===== config.mk =====
export PLATFORM = sky130hd
export DESIGN_NAME = ex_muldiv
export DESIGN_NICKNAME = d
export VERILOG_FILES = /design/src/rtl/mdu_pkg.sv /design/src/rtl/mdu_divstep.sv /design/src/rtl/ex_muldiv.sv
export SDC_FILE = /design/constraint.sdc
export NUM_CORES = 1
export LEC_CHECK = 0
export CAP_MARGIN = 0
export CORE_UTILIZATION = 50
export CTS_BUF_LIST = sky130_fd_sc_hd__clkbuf_4 sky130_fd_sc_hd__clkbuf_8 sky130_fd_sc_hd__clkbuf_16
export DETAILED_ROUTE_END_ITERATION = 8
export GPL_ROUTABILITY_DRIVEN = 0
export GPL_TIMING_DRIVEN = 1
export PLACE_DENSITY = 0.72
export SYNTH_ARGS = -nofsm -noshare
export SYNTH_HDL_FRONTEND = slang
export SYNTH_SLANG_ARGS = --single-unit

===== constraint.sdc =====
create_clock -name clk_MDU -period 4.7 [get_ports clk_MDU]
set_clock_uncertainty 0.1 [all_clocks]
set_input_delay 1.41 -clock clk_MDU [delete_from_list [all_inputs] [get_ports clk_MDU]]
set_output_delay 1.41 -clock clk_MDU [all_outputs]
set_load 0.02 [all_outputs]

===== src/rtl/mdu_pkg.sv =====
// Shared definitions for the multiply/divide unit: widths, op codes, FSM states.
// The divider datapath is only built when MDU_DIV_EN is defined.
package mdu_pkg;

   localparam int unsigned XLEN  = 32;
   localparam int unsigned ITER  = 32;
   localparam int unsigned CNT_W = $clog2(ITER);

   typedef enum logic [1:0] {
      OpMult  = 2'b00,
      OpMultu = 2'b01,
      OpDiv   = 2'b10,
      OpDivu  = 2'b11
   } mduOp_e;

   typedef enum logic [1:0] {
      StIdle = 2'b00,
      StMul  = 2'b01,
      StDiv  = 2'b10,
      StDone = 2'b11
   } mduState_e;

   // Two's-complement negate when neg is set; also used to take magnitudes.
   function automatic logic [XLEN-1:0] applySign(input logic [XLEN-1:0] v, input logic neg);
      return neg ? (~v + 1'b1) : v;
   endfunction

endpackage


===== src/rtl/mdu_divstep.sv =====
// One restoring-division step: shifted partial remainder minus divisor, keep or restore.
module mdu_divstep
   import mdu_pkg::*;
(
   input  logic [XLEN:0]   remIn,
   input  logic [XLEN-1:0] divisor,
   output logic [XLEN-1:0] remOut,
   output logic            qBit
);

   logic [XLEN+1:0] diff;

   always_comb begin
      diff   = {1'b0, remIn} - {2'b00, divisor};
      qBit   = ~diff[XLEN+1];
      // Result is always below the divisor, so it fits in XLEN bits.
      remOut = qBit ? diff[XLEN-1:0] : remIn[XLEN-1:0];
   end

endmodule


===== src/rtl/ex_muldiv.sv =====
// Iterative HI/LO multiply/divide unit for the EX stage (32-cycle shift-add / restoring).
// Define MDU_DIV_EN to build the divider; otherwise DIV/DIVU complete at once with HI/LO held.
module ex_muldiv #(
   parameter int unsigned XLEN = 32
) (
   input  logic            clk_MDU,
   input  logic            rstn_MDU,
   input  logic            start_MDU,
   input  logic [1:0]      op_MDU,
   input  logic [XLEN-1:0] opA_MDU,
   input  logic [XLEN-1:0] opB_MDU,
   input  logic            flush_MDU,
   output logic [XLEN-1:0] hi_MDU,
   output logic [XLEN-1:0] lo_MDU,
   output logic            busy_MDU,
   output logic            done_MDU,
   output logic            divz_MDU
);
   import mdu_pkg::*;

   mduState_e          stateQ, stateD;
   logic [CNT_W-1:0]   cntQ, cntD;
   logic [2*XLEN-1:0]  prodQ, prodD, mulNext;
   logic [XLEN:0]      mulSum;
   logic [XLEN-1:0]    mcandQ, mcandD, hiQ, hiD, loQ, loD, magA, magB;
   logic               negProdQ, negProdD, divzQ, divzD;
   logic               aNeg, bNeg, accept, lastIter;

`ifdef MDU_DIV_EN
   logic               negRemQ, negRemD, divByZero, qBit;
   logic [XLEN-1:0]    remNext;
   logic [2*XLEN-1:0]  divNext;

   // prodQ holds {remainder, dividend/quotient}; its top XLEN+1 bits are the shifted remainder.
   mdu_divstep u_divstep (
      .remIn   (prodQ[2*XLEN-1:XLEN-1]),
      .divisor (mcandQ),
      .remOut  (remNext),
      .qBit    (qBit)
   );
`endif

   assign accept   = start_MDU & ~flush_MDU & (stateQ == StIdle);
   assign lastIter = (cntQ == CNT_W'(ITER - 1));

   always_ff @(posedge clk_MDU or negedge rstn_MDU) begin
      if (!rstn_MDU) stateQ <= StIdle;
      else           stateQ <= stateD;
   end

   always_comb begin
      stateD = stateQ;
      unique case (stateQ)
         StIdle: if (accept) stateD = op_MDU[1] ? StDiv : StMul;
         StMul: begin
            if (flush_MDU)     stateD = StIdle;
            else if (lastIter) stateD = StDone;
         end
         StDiv: begin
            if (flush_MDU)                    stateD = StIdle;
`ifdef MDU_DIV_EN
            else if (divByZero || lastIter)   stateD = StDone;
`else
            else                              stateD = StDone;
`endif
         end
         StDone: stateD = StIdle;
      endcase
   end

   always_comb begin
      busy_MDU = (stateQ != StIdle);
      done_MDU = (stateQ == StDone);
      divz_MDU = (stateQ == StDone) & divzQ;
      hi_MDU   = hiQ;
      lo_MDU   = loQ;
   end

   always_comb begin
      prodD    = prodQ;
      mcandD   = mcandQ;
      cntD     = cntQ;
      hiD      = hiQ;
      loD      = loQ;
      negProdD = negProdQ;
      divzD    = divzQ;
      aNeg     = ~op_MDU[0] & opA_MDU[XLEN-1];
      bNeg     = ~op_MDU[0] & opB_MDU[XLEN-1];
      magA     = applySign(opA_MDU, aNeg);
      magB     = applySign(opB_MDU, bNeg);
      mulSum   = {1'b0, prodQ[2*XLEN-1:XLEN]} + (prodQ[0] ? {1'b0, mcandQ} : '0);
      mulNext  = {mulSum, prodQ[XLEN-1:1]};
`ifdef MDU_DIV_EN
      negRemD   = negRemQ;
      divNext   = {remNext, prodQ[XLEN-2:0], qBit};
      divByZero = (cntQ == '0) && (mcandQ == '0);
`endif
      unique case (stateQ)
         StIdle: begin
            if (accept) begin
               cntD     = '0;
               divzD    = 1'b0;
               negProdD = aNeg ^ bNeg;
               if (op_MDU[1]) begin
                  prodD  = {{XLEN{1'b0}}, magA};
                  mcandD = magB;
`ifdef MDU_DIV_EN
                  negRemD = aNeg;
`endif
               end else begin
                  prodD  = {{XLEN{1'b0}}, magB};
                  mcandD = magA;
               end
            end
         end
         StMul: begin
            if (!flush_MDU) begin
               prodD = mulNext;
               cntD  = cntQ + 1'b1;
               if (lastIter) {hiD, loD} = negProdQ ? (~mulNext + 1'b1) : mulNext;
            end
         end
         StDiv: begin
`ifdef MDU_DIV_EN
            if (!flush_MDU) begin
               if (divByZero) begin
                  // Dividend magnitude still sits in the low half; restore its sign for HI.
                  hiD   = applySign(prodQ[XLEN-1:0], negRemQ);
                  loD   = '1;
                  divzD = 1'b1;
               end else begin
                  prodD = divNext;
                  cntD  = cntQ + 1'b1;
                  if (lastIter) begin
                     loD = applySign(divNext[XLEN-1:0], negProdQ);
                     hiD = applySign(divNext[2*XLEN-1:XLEN], negRemQ);
                  end
               end
            end
`endif
         end
         StDone: begin
         end
      endcase
   end

   always_ff @(posedge clk_MDU or negedge rstn_MDU) begin
      if (!rstn_MDU) begin
         prodQ    <= '0;
         mcandQ   <= '0;
         cntQ     <= '0;
         hiQ      <= '0;
         loQ      <= '0;
         negProdQ <= 1'b0;
         divzQ    <= 1'b0;
`ifdef MDU_DIV_EN
         negRemQ  <= 1'b0;
`endif
      end else begin
         prodQ    <= prodD;
         mcandQ   <= mcandD;
         cntQ     <= cntD;
         hiQ      <= hiD;
         loQ      <= loD;
         negProdQ <= negProdD;
         divzQ    <= divzD;
`ifdef MDU_DIV_EN
         negRemQ  <= negRemD;
`endif
      end
   end

endmodule

==> flow_summary.yaml, run 1 <==
finish:
  drive_above_1_share_pct: 6.69
  final_nets: 1712
  final_util_pct: 61.2
  syn_to_final_growth_pct: 19.5
  n_antenna_cell: 0
  n_fill_cell: 2148
synth:
  synth_edf_count: 0
  synth_seq_area_share_pct: 34.9
  synth_ff_type: "dfrtp_1"
  ys_ff_latch: 168
  syn_nets: 1607
  netlist_area_mm2: 0.0121
  synth_top_area_share_pct: 34.9
  avgSynthCellArea_um2: 8.06
  synth_cells: 1496
  synth_top_area_cell: "dfrtp_1"
  async_flop_share_pct: 100
  ys_warn_count: 0
  synth.top_cells.by_area: "dfrtp_1, o21ai_0, xor2_1, nand2_1, a21oi_1"
  synth_cell_type_count: 73
die:
  core_mm2: 0.0235
  start_util_pct: 51.2
  io_pins: 137
  die_h_um: 157
  chipWidth_um: 157
  die-area_mm2: 0.0247
  fp-row-count: 56
clocking:
  cts.sinks: 168
  post_cts_buffers: 0
  clk_pin_slew_worst_paths_ns: 0.06
  ctsHoldBuffers: 0
  tritoncts: "yes"
  cts-resized-gates: 0
  h-tree-depth: 4
  clockRootBuffer: "clkbuf_16"
  clk_path_buf_depth: 2
  cts_buffers: 17
  clk_latency_ns: 0.44
sta:
  fin_ws_ns: 0.265
  hold_ws_ns: 0.375
  tns_ns: 0
  worst_pin_slew_ns: 1.05
  fin_crit_ns: 4.44
  slew_headroom_pct: 30.1
  hold_viol_final: 0
  rsz0062_at_grt: "no"
  setup_violations: 0
  fmax_mhz: 225
  period_share_pct: 94.4
  slew_viol_final: 0
global_route:
  grt_use_total_pct: 27.8
  met1_usage_pct: 41.7
  grt_overflow_total: 0
  grt_pass1_wl_um: 53500
  grt_max_degree: 112
  grt-busiest-layer: "met1"
  use_met2_pct: 40.2
  grt_pass1_vias: 10100
  antenna_found_initial: 0
  grt_use_met3_pct: 5.31
detailed_routing:
  wire_per_inst_um: 17.4
  dr.first_iter.drc_count: 1073
  vias_per_cell: 5.90
  num_vias: 11400
  wl_um: 33700
  dr.pass1.iters: 5
  antenna_left: 0
  drc: 0
power:
  clockPowerShare_pct: 19.8
  power_w: 0.00734
  peakVddDrop_uv: 524
  internal_power_w: 0.00402
  p_sw_w: 0.00332
  p_per_area_mw_per_mm2: 509
  seqPwrFrac_pct: 30.6
  leakage_nw: 6.17
  p_sw_share_pct: 45.2
  p_comb_share_pct: 49.6
critical_path:
  worst_path_max_delay_cell: "dfrtp_1"
  path_cells: "and2_1 > ha_1 > fa_1 > a21o_1 > a221o_1 > a221oi_1 > o21ai_0 > a221oi_1 > xnor2_1 > nand3_1 > o41a_1 > xnor2_1 > o21ai_1"
  path_max_fanout: 9
  crit_path_max_incr_delay_ns: 0.46
  path_class: "flip-flop to flip-flop"
  start_kind: "flip-flop"
  cp.arrival_ns: 4.65
  worst_setup_path_end_kind: "flip-flop"
  required_ns: 4.91
place:
  dpl_worst_slack_ns: 0.0404
  dp_hpwl_um: 25500
  portBuffers: 135
flow_run:
  max_cap_viol_count: 0
status:
  status: "finished clean"
worst_hold_path:
  hp-class: "flip-flop to flip-flop"
-- per-layer routing --
layer | share of wire (%) | wire [um] | vias to the layer above
li1 | - | - | 5565
met1 | 47 | 15800 | 5369
met2 | 42 | 14300 | 437
met3 | 8.7 | 2940 | 43
met4 | 2.0 | 658 | 0
met5 | 0 | 0 | -
-- registers in the layout (all words and copies together) (netlist names) --
name and count:
lo_MDU 32, negProdQ 1, prodQ 64, cntQ 5, hi_MDU 32, mcandQ 32
stateQ 2
-- metrics by stage --
step	std cells	area, um^2
4_1_cts	1933	14400
2_1_floorplan	1496	12100
6_report	1933	14400
3_5_place_dp	1901	13800
3_3_place_gp	1901	13800
5_1_grt	1933	14400
-- worst paths after layout --
path / slack, ns / end / startpoint / cells past startpoint
max in group asynchronous: 2.64 / lo_MDU[28] / rstn_MDU / 2
hold reg to reg: 0.38 / lo_MDU[29] / lo_MDU[29] / 2
hold / removal: 0.38 / lo_MDU[29] / lo_MDU[29] / 2
setup / recovery: 0.26 / hi_MDU[27] / prodQ[0] / 13
min in group asynchronous: 0.99 / prodQ[62] / rstn_MDU / 1
setup reg to reg: 0.26 / hi_MDU[27] / prodQ[0] / 13
-- cells in the final DEF, fill, tap and decap left out, types with 18 or more instances in the layout --
cell,Yosys,layout
o21ai_0,169,168
and2_1,40,40
nor4_1,18,18
nand3_1,31,31
nor2_1,139,138
dfrtp_1,168,167
clkdlybuf4s50_1,0,133
xnor2_1,50,50
xor2_1,87,87
inv_1,24,24
o31ai_1,32,32
a21oi_1,125,125
nand2_1,202,201
buf_4,1,39
a211oi_1,34,34
nor3_1,20,20
ha_1,40,39
-- synthesized netlist by cell type (all sizes together) (3+ instances only) --
cell,number
nand2,202
o21ai,181
dfrtp,168
nor2,139
a21oi,125
xor2,87
clkbuf,80
xnor2,50
and2,41
ha,40
a211oi,35
o31ai,32
nand3,31
inv,24
nor4,23
nor3,21
or4,19
nand4,16
a21o,14
or3,14
nand2b,12
o41ai,12
mux2i,11
a22o,10
buf,9
o211ai,8
a21boi,7
nor2b,7
a31oi,6
or2,6
and3,5
mux2,5
nand3b,5
o21a,5
o21bai,5
a221oi,4
a22oi,3
nor3b,3
o211a,3
-- cells by family (layout without fill, tap and decap cells) --
group	count (synthesis)	after routing	share of synthesized area, %
AND/OR/NAND/NOR	549	549	22.0
AO/OA/AOI/OAI	471	471	23.8
flip-flops	168	168	34.9
XOR/XNOR	137	137	9.95
buffers and inverters	113	231	3.57
adder cells (fa/ha/maj)	41	41	4.32
multiplexers	16	16	1.38
other	1	1	0.0311
-- critical path: cells and delay by family, from the launching register on --
family                     cells  cell delay [ns]
DFF                            1             0.46
xor gates and xnor gates       2             0.46
AOI/OAI and AO/OA              7             2.22
and+or+nand+nor                2             0.41
adders and majority gates      2             0.67
-- layout make-up --
type / count / area [um^2] / area share [%]
clock buffer: 18 / 439 / 3.05
tap: 319 / 399 / 2.77
sequential: 168 / 4210 / 29.2
timing repair buffer: 175 / 1680 / 11.6
inverter: 24 / 90.1 / 0.625
multi-input combinational: 1215 / 7440 / 51.6
clock inverter: 14 / 163 / 1.13
-- power groups by stage --
stage | Combinational (W) | Clock, W | Sequential, W
final | 0.00364 | 0.00145 | 0.00225
after global routing | 0.00402 | 0.00152 | 0.00229
after CTS | 0.00360 | 0.00147 | 0.00223
after detailed placement | 0.00357 | 0 | 0.00225
after global placement | 0.00351 | 0 | 0.00222
after floorplan | 0.00263 | 0 | 0.00208
No activity file was read; power rests on OpenSTA's default activity.
==> inputs of run 2 (changes only) <==
CELL_PAD_IN_SITES_DETAIL_PLACEMENT = 1   (was not set)
CELL_PAD_IN_SITES_GLOBAL_PLACEMENT = 2   (was not set)
CORE_UTILIZATION = 34   (was 50)
PLACE_DENSITY = not set   (was 0.72)
PLACE_DENSITY_LB_ADDON = 0.1   (was not set)
SYNTH_HIERARCHICAL = 1   (was not set)
TNS_END_PERCENT = 10   (was not set)
==> run 2 against run 1 <==
Compared with the run above: highest routed layer is now met5; synthesized cell count unchanged; clock power up 5%; register-to-register slack better by 0.04 ns; die area up 46%; cell count up 8.3%; count of clock-buffer cells in the layout up 1; final area up 2.5%; sequential power down 2%.
==> flow_summary.yaml, run 2 <==
global_route:
  grt_overflow_total: 0
  grt_pass1_wl_um: 65000
  antenna_found_initial: 1
  grt_pass1_vias: 11400
  grt_use_total_pct: 23.1
  grt_max_degree: 113
worst_hold_path:
  hold_path_end: "hi_MDU[16]"
  hp-class: "flip-flop to flip-flop"
  hold_path_depth: 2
  min_from: "hi_MDU[16]"
synth:
  synth_cell_type_count: 73
  netlist_area_mm2: 0.0121
  ys_ff_latch: 168
  synth.top_cells.by_area: "dfrtp_1, o21ai_0, xor2_1, nand2_1, a21oi_1"
  synth_ff_type: "dfrtp_1"
  synth_top_area_share_pct: 34.9
  synth_common_cells: "nand2_1, o21ai_0, dfrtp_1, nor2_1, a21oi_1"
  synth_seq_area_share_pct: 34.9
  synth_most_common_cell: "nand2_1"
  synth_cells: 1496
  synth_edf_count: 0
  syn_nets: 1607
  avgSynthCellArea_um2: 8.06
  synth_top_area_cell: "dfrtp_1"
  ys_warn_count: 6
  async_flop_share_pct: 100
critical_path:
  start_kind: "flip-flop"
  critPathBufInv: 0
  worst_setup_path_end_kind: "flip-flop"
  cp.arrival_ns: 4.62
  reg2reg_from: "mcandQ[0]"
  r2r_cells: 13
  path_max_fanout: 4
  crit_top_cell: "xnor2_1"
  path_class: "flip-flop to flip-flop"
  worst_path_max_delay_cell: "or4_4"
  path_delay_family: "simple AND/OR/NAND/NOR gates"
  reg2reg_to: "hi_MDU[30]"
  crit_path_max_incr_delay_ns: 0.59
  reg2reg_slack_ns: 0.31
  required_ns: 4.93
  path_cells: "and2_1 > ha_1 > fa_1 > a21o_1 > a221oi_1 > xnor2_1 > or4_4 > and2_4 > nor4_2 > nand4_1 > o41ai_2 > xnor2_1 > o21ai_1"
detailed_routing:
  drc: 0
  antenna_left: 0
  vias_per_cell: 5.38
  num_vias: 11300
  wl_um: 40300
  dr.pass1.iters: 6
  wire_per_inst_um: 19.3
  dr.first_iter.drc_count: 513
die:
  core_mm2: 0.0347
  chipWidth_um: 190
  io_pins: 137
  die_h_um: 190
  start_util_pct: 34.7
  fp-row-count: 68
  die-area_mm2: 0.0362
clocking:
  clockRootBuffer: "clkbuf_16"
  clk_pin_slew_worst_paths_ns: 0.07
  h-tree-depth: 4
  cts-resized-gates: 0
  tritoncts: "yes"
  cts_buffers: 17
  ctsHoldBuffers: 0
  clk_path_buf_depth: 2
  cts.sinks: 168
  post_cts_buffers: 0
  clk_latency_ns: 0.45
finish:
  regMostFlops: "prodQ"
  n_fill_cell: 4233
  syn_to_final_growth_pct: 22.5
  layout_commonest_cell: "nand2_1"
  n_antenna_cell: 0
  largest_reg_flops: 64
  final_nets: 1736
  final_cell_mix: "nand2_1, o21ai_0, dfrtp_1"
  post-route-cell-area_mm2: 0.0148
  drive_above_1_share_pct: 8.06
status:
  status: "finished clean"
place:
  portBuffers: 135
  postPlaceCellArea_mm2: 0.0142
  dp_hpwl_um: 32300
sta:
  fin_crit_ns: 4.39
  slew_viol_final: 0
  period_share_pct: 93.4
  setup_violations: 0
  slew_headroom_pct: 38.2
  worst_pin_slew_ns: 0.926
  hold_viol_final: 0
  tns_ns: 0
  rsz0062_at_grt: "no"
  fmax_mhz: 228
flow_run:
  max_cap_viol_count: 0
power:
  p_per_area_mw_per_mm2: 518
  leakage_nw: 6.31
  peakVddDrop_uv: 253
-- run 2: power by group --
part           internal [W]  switching, W  leakage [nW]
clock network      0.000864      0.000652         0.299
logic               0.00148       0.00246          3.81
registers           0.00182      0.000388          2.19
-- run 2: through the flow --
step                      utilization (%)  setup slack, ns  hold slack [ns]  total power (W)  instances
final                                42.6            0.310            0.375          0.00766       2093
after global routing                 42.6           0.0373            0.408          0.00825       2093
after CTS                            42.6            0.205            0.384          0.00772       2093
after detailed placement             40.8           0.0397            0.366          0.00618       2061
after global placement               40.8           0.0643            0.355          0.00609       2061
after floorplan                         -            0.690            0.342          0.00472       1496
-- run 2: worst max-delay path by stage --
stage,start,to,slack [ns],depth (start not counted)
4_1_cts,prodQ[0],hi_MDU[30],0.20,13
6_report,mcandQ[0],hi_MDU[30],0.31,13
2_1_floorplan,opB_MDU[4],prodQ[28],0.69,10
5_1_grt,prodQ[0],hi_MDU[30],0.04,13
3_5_place_dp,opA_MDU[12],prodQ[27],0.04,12
3_3_place_gp,opA_MDU[10],prodQ[27],0.06,12
-- run 2: per-layer routing --
metal	track usage [%]	share of wire [%]	vias up	wire, um
met2	35.2	43	189	17400
met5	0	0.032	-	13
met4	6.00	1.7	2	673
met3	3.26	3.4	29	1360
li1	-	-	5605	-
met1	34.0	52	5436	20800
-- run 2: logic make-up after synthesis --
group / share of synthesized area, %
AOI/OAI and AO/OA: 23.8
muxes: 1.38
adders and majority gates: 4.32
DFF: 34.9
and+or+nand+nor: 22.0
xor gates and xnor gates: 9.95
buffers and inverters: 3.57
other: 0.0311
-- run 2: worst min-delay path: stages, from the launching register on --
cell and delay, ns:
dfrtp_1 0.34, nand2_1 0.05, o21ai_0 0.06
-- run 2: cell type report --
cell class                      instances  area (um^2)  area share, %
Clock buffer                           19          447           3.02
Clock inverter                         13          170           1.15
Inverter                               24         90.1          0.610
Multi-Input combinational cell       1215         7440           50.3
Sequential cell                       168         4210           28.5
Tap cell                              455          569           3.85
Timing Repair Buffer                  199         1860           12.6
==> inputs of run 3 (changes only) <==
CORE_UTILIZATION = 30   (was 34)
==> run 3 against run 2 <==
Compared with the run above: first-iteration DRC count down 14%; global-route usage decreased by 2.0 points; total power decreased by 0.77%; fmax is 1.4% lower; sequential share of layout area fell by 0.27 points; sequential power about the same; die area grew 13%; cell count rose by 3.9%; non-clock buffer count grew 12; critical path type unchanged; critical endpoint unchanged; largest cell class unchanged; highest routed layer is now met4.
==> flow_summary.yaml, run 3 (synthesis gave the netlist of run 2 again) <==
critical_path:
  worst_path_max_delay_cell: "fa_1"
  required_ns: 4.93
  path_class: "flip-flop to flip-flop"
  reg2reg_slack_ns: 0.25
  cp.arrival_ns: 4.68
  path_cells: "buf_4 > and2_1 > fa_1 > a21o_1 > a221o_1 > a221oi_1 > o21ai_0 > xnor2_1 > a21boi_0 > nand4_1 > o41ai_2 > xnor2_1 > o21ai_1"
  r2r_cells: 13
  worst_setup_path_end_kind: "flip-flop"
  path_max_fanout: 32
  cp-startpoint: "prodQ[0]"
  crit_path_max_incr_delay_ns: 0.47
  crit_top_cell: "xnor2_1"
  reg2reg_to: "hi_MDU[30]"
  reg2reg_from: "prodQ[0]"
  start_kind: "flip-flop"
clocking:
  clk_latency_ns: 0.46
  post_cts_buffers: 0
  clk_path_buf_depth: 2
  h-tree-depth: 4
  clockRootBuffer: "clkbuf_16"
  cts.sinks: 168
  cts_buffers: 17
  cts-resized-gates: 0
  tritoncts: "yes"
  ctsHoldBuffers: 0
  clk_pin_slew_worst_paths_ns: 0.07
die:
  die-area_mm2: 0.0410
  die_h_um: 202
  fp-row-count: 73
  start_util_pct: 30.3
  io_pins: 137
  chipWidth_um: 202
  core_mm2: 0.0397
worst_hold_path:
  min_from: "hi_MDU[13]"
  hold_path_end: "hi_MDU[13]"
  hp-class: "flip-flop to flip-flop"
  hold_path_depth: 2
detailed_routing:
  wire_per_inst_um: 19.4
  dr.first_iter.drc_count: 439
  drc: 0
  antenna_left: 0
  dr.pass1.iters: 6
  vias_per_cell: 5.21
  num_vias: 11300
  wl_um: 42200
finish:
  syn_to_final_growth_pct: 23.7
  final_nets: 1748
  final_cell_mix: "nand2_1, o21ai_0, dfrtp_1"
  final_util_pct: 37.6
  regArea_mm2: 0.00421
  drive_above_1_share_pct: 8.79
  n_fill_cell: 4727
  largest_reg_flops: 64
  layout_commonest_cell: "nand2_1"
  multi_input_comb_area_mm2: 0.00745
  regMostFlops: "prodQ"
  n_antenna_cell: 0
global_route:
  grt_pass1_wl_um: 67000
  grt_use_total_pct: 21.1
  grt_max_degree: 102
  grt_pass1_vias: 11300
  grt_overflow_total: 0
  antenna_found_initial: 0
sta:
  worst_pin_slew_ns: 0.787
  fmax_mhz: 225
  tns_ns: 0
  period_share_pct: 94.7
  slew_headroom_pct: 47.4
  fin_crit_ns: 4.45
  rsz0062_at_grt: "no"
  slew_viol_final: 0
  setup_violations: 0
  hold_viol_final: 0
  hold_ws_ns: 0.377
place:
  dp_hpwl_um: 33800
  portBuffers: 135
status:
  status: "finished clean"
power:
  power_w: 0.00760
  peakVddDrop_uv: 230
  leakage_nw: 6.35
  p_per_area_mw_per_mm2: 509
flow_run:
  max_cap_viol_count: 0
[run 3: layer usage]
layer / vias to the layer above / wire length [um] / track usage, %
li1: 5643 / - / -
met1: 5484 / 21700 / 30.5
met2: 172 / 18200 / 31.8
met3: 33 / 1290 / 2.99
met4: 0 / 1070 / 7.44
met5: - / 0 / 0
[run 3: worst max path at each step]
| stage | endpoint | cells past startpoint | slack, ns |
|---|---|---|---|
| after global placement | prodQ[27] | 12 | 0.04 |
| after detailed placement | prodQ[27] | 12 | 0.02 |
| after CTS | hi_MDU[30] | 13 | 0.19 |
| after floorplan | prodQ[28] | 10 | 0.69 |
| final | hi_MDU[30] | 13 | 0.25 |
| after global routing | hi_MDU[30] | 13 | 0.02 |
[run 3: worst max-delay path: cells and delay by family (launching register included)]
kind	cells	cell delay, ns
AO/OA/AOI/OAI	7	2.26
XOR/XNOR	2	0.44
adder cells (fa/ha/maj)	1	0.47
buffers and inverters	1	0.22
flip-flops	1	0.37
AND/OR/NAND/NOR	2	0.47
[run 3: report_power, final]
group	leakage, nW	internal [W]	switching, W
registers	2.19	0.00182	0.000412
logic	3.88	0.00151	0.00247
clock network	0.278	0.000748	0.000649
total	6.35	0.00407	0.00353
[run 3: through the flow]
| stage | worst slack, ns | area (um^2) | cells |
|---|---|---|---|
| after floorplan | 0.690 | 12100 | 1496 |
| after global placement | 0.0394 | 14400 | 2143 |
| after detailed placement | 0.0159 | 14400 | 2143 |
| after CTS | 0.185 | 14900 | 2175 |
| after global routing | 0.0198 | 14900 | 2175 |
| final | 0.248 | 14900 | 2175 |
[run 3: area by class of cell]
type | count | area share [%]
clock buffers | 19 | 2.95
clock inverters | 13 | 0.822
inverters | 24 | 0.604
multi-input cells | 1215 | 49.9
flip-flops and latches | 168 | 28.2
well taps | 525 | 4.40
repair buffers | 211 | 13.1
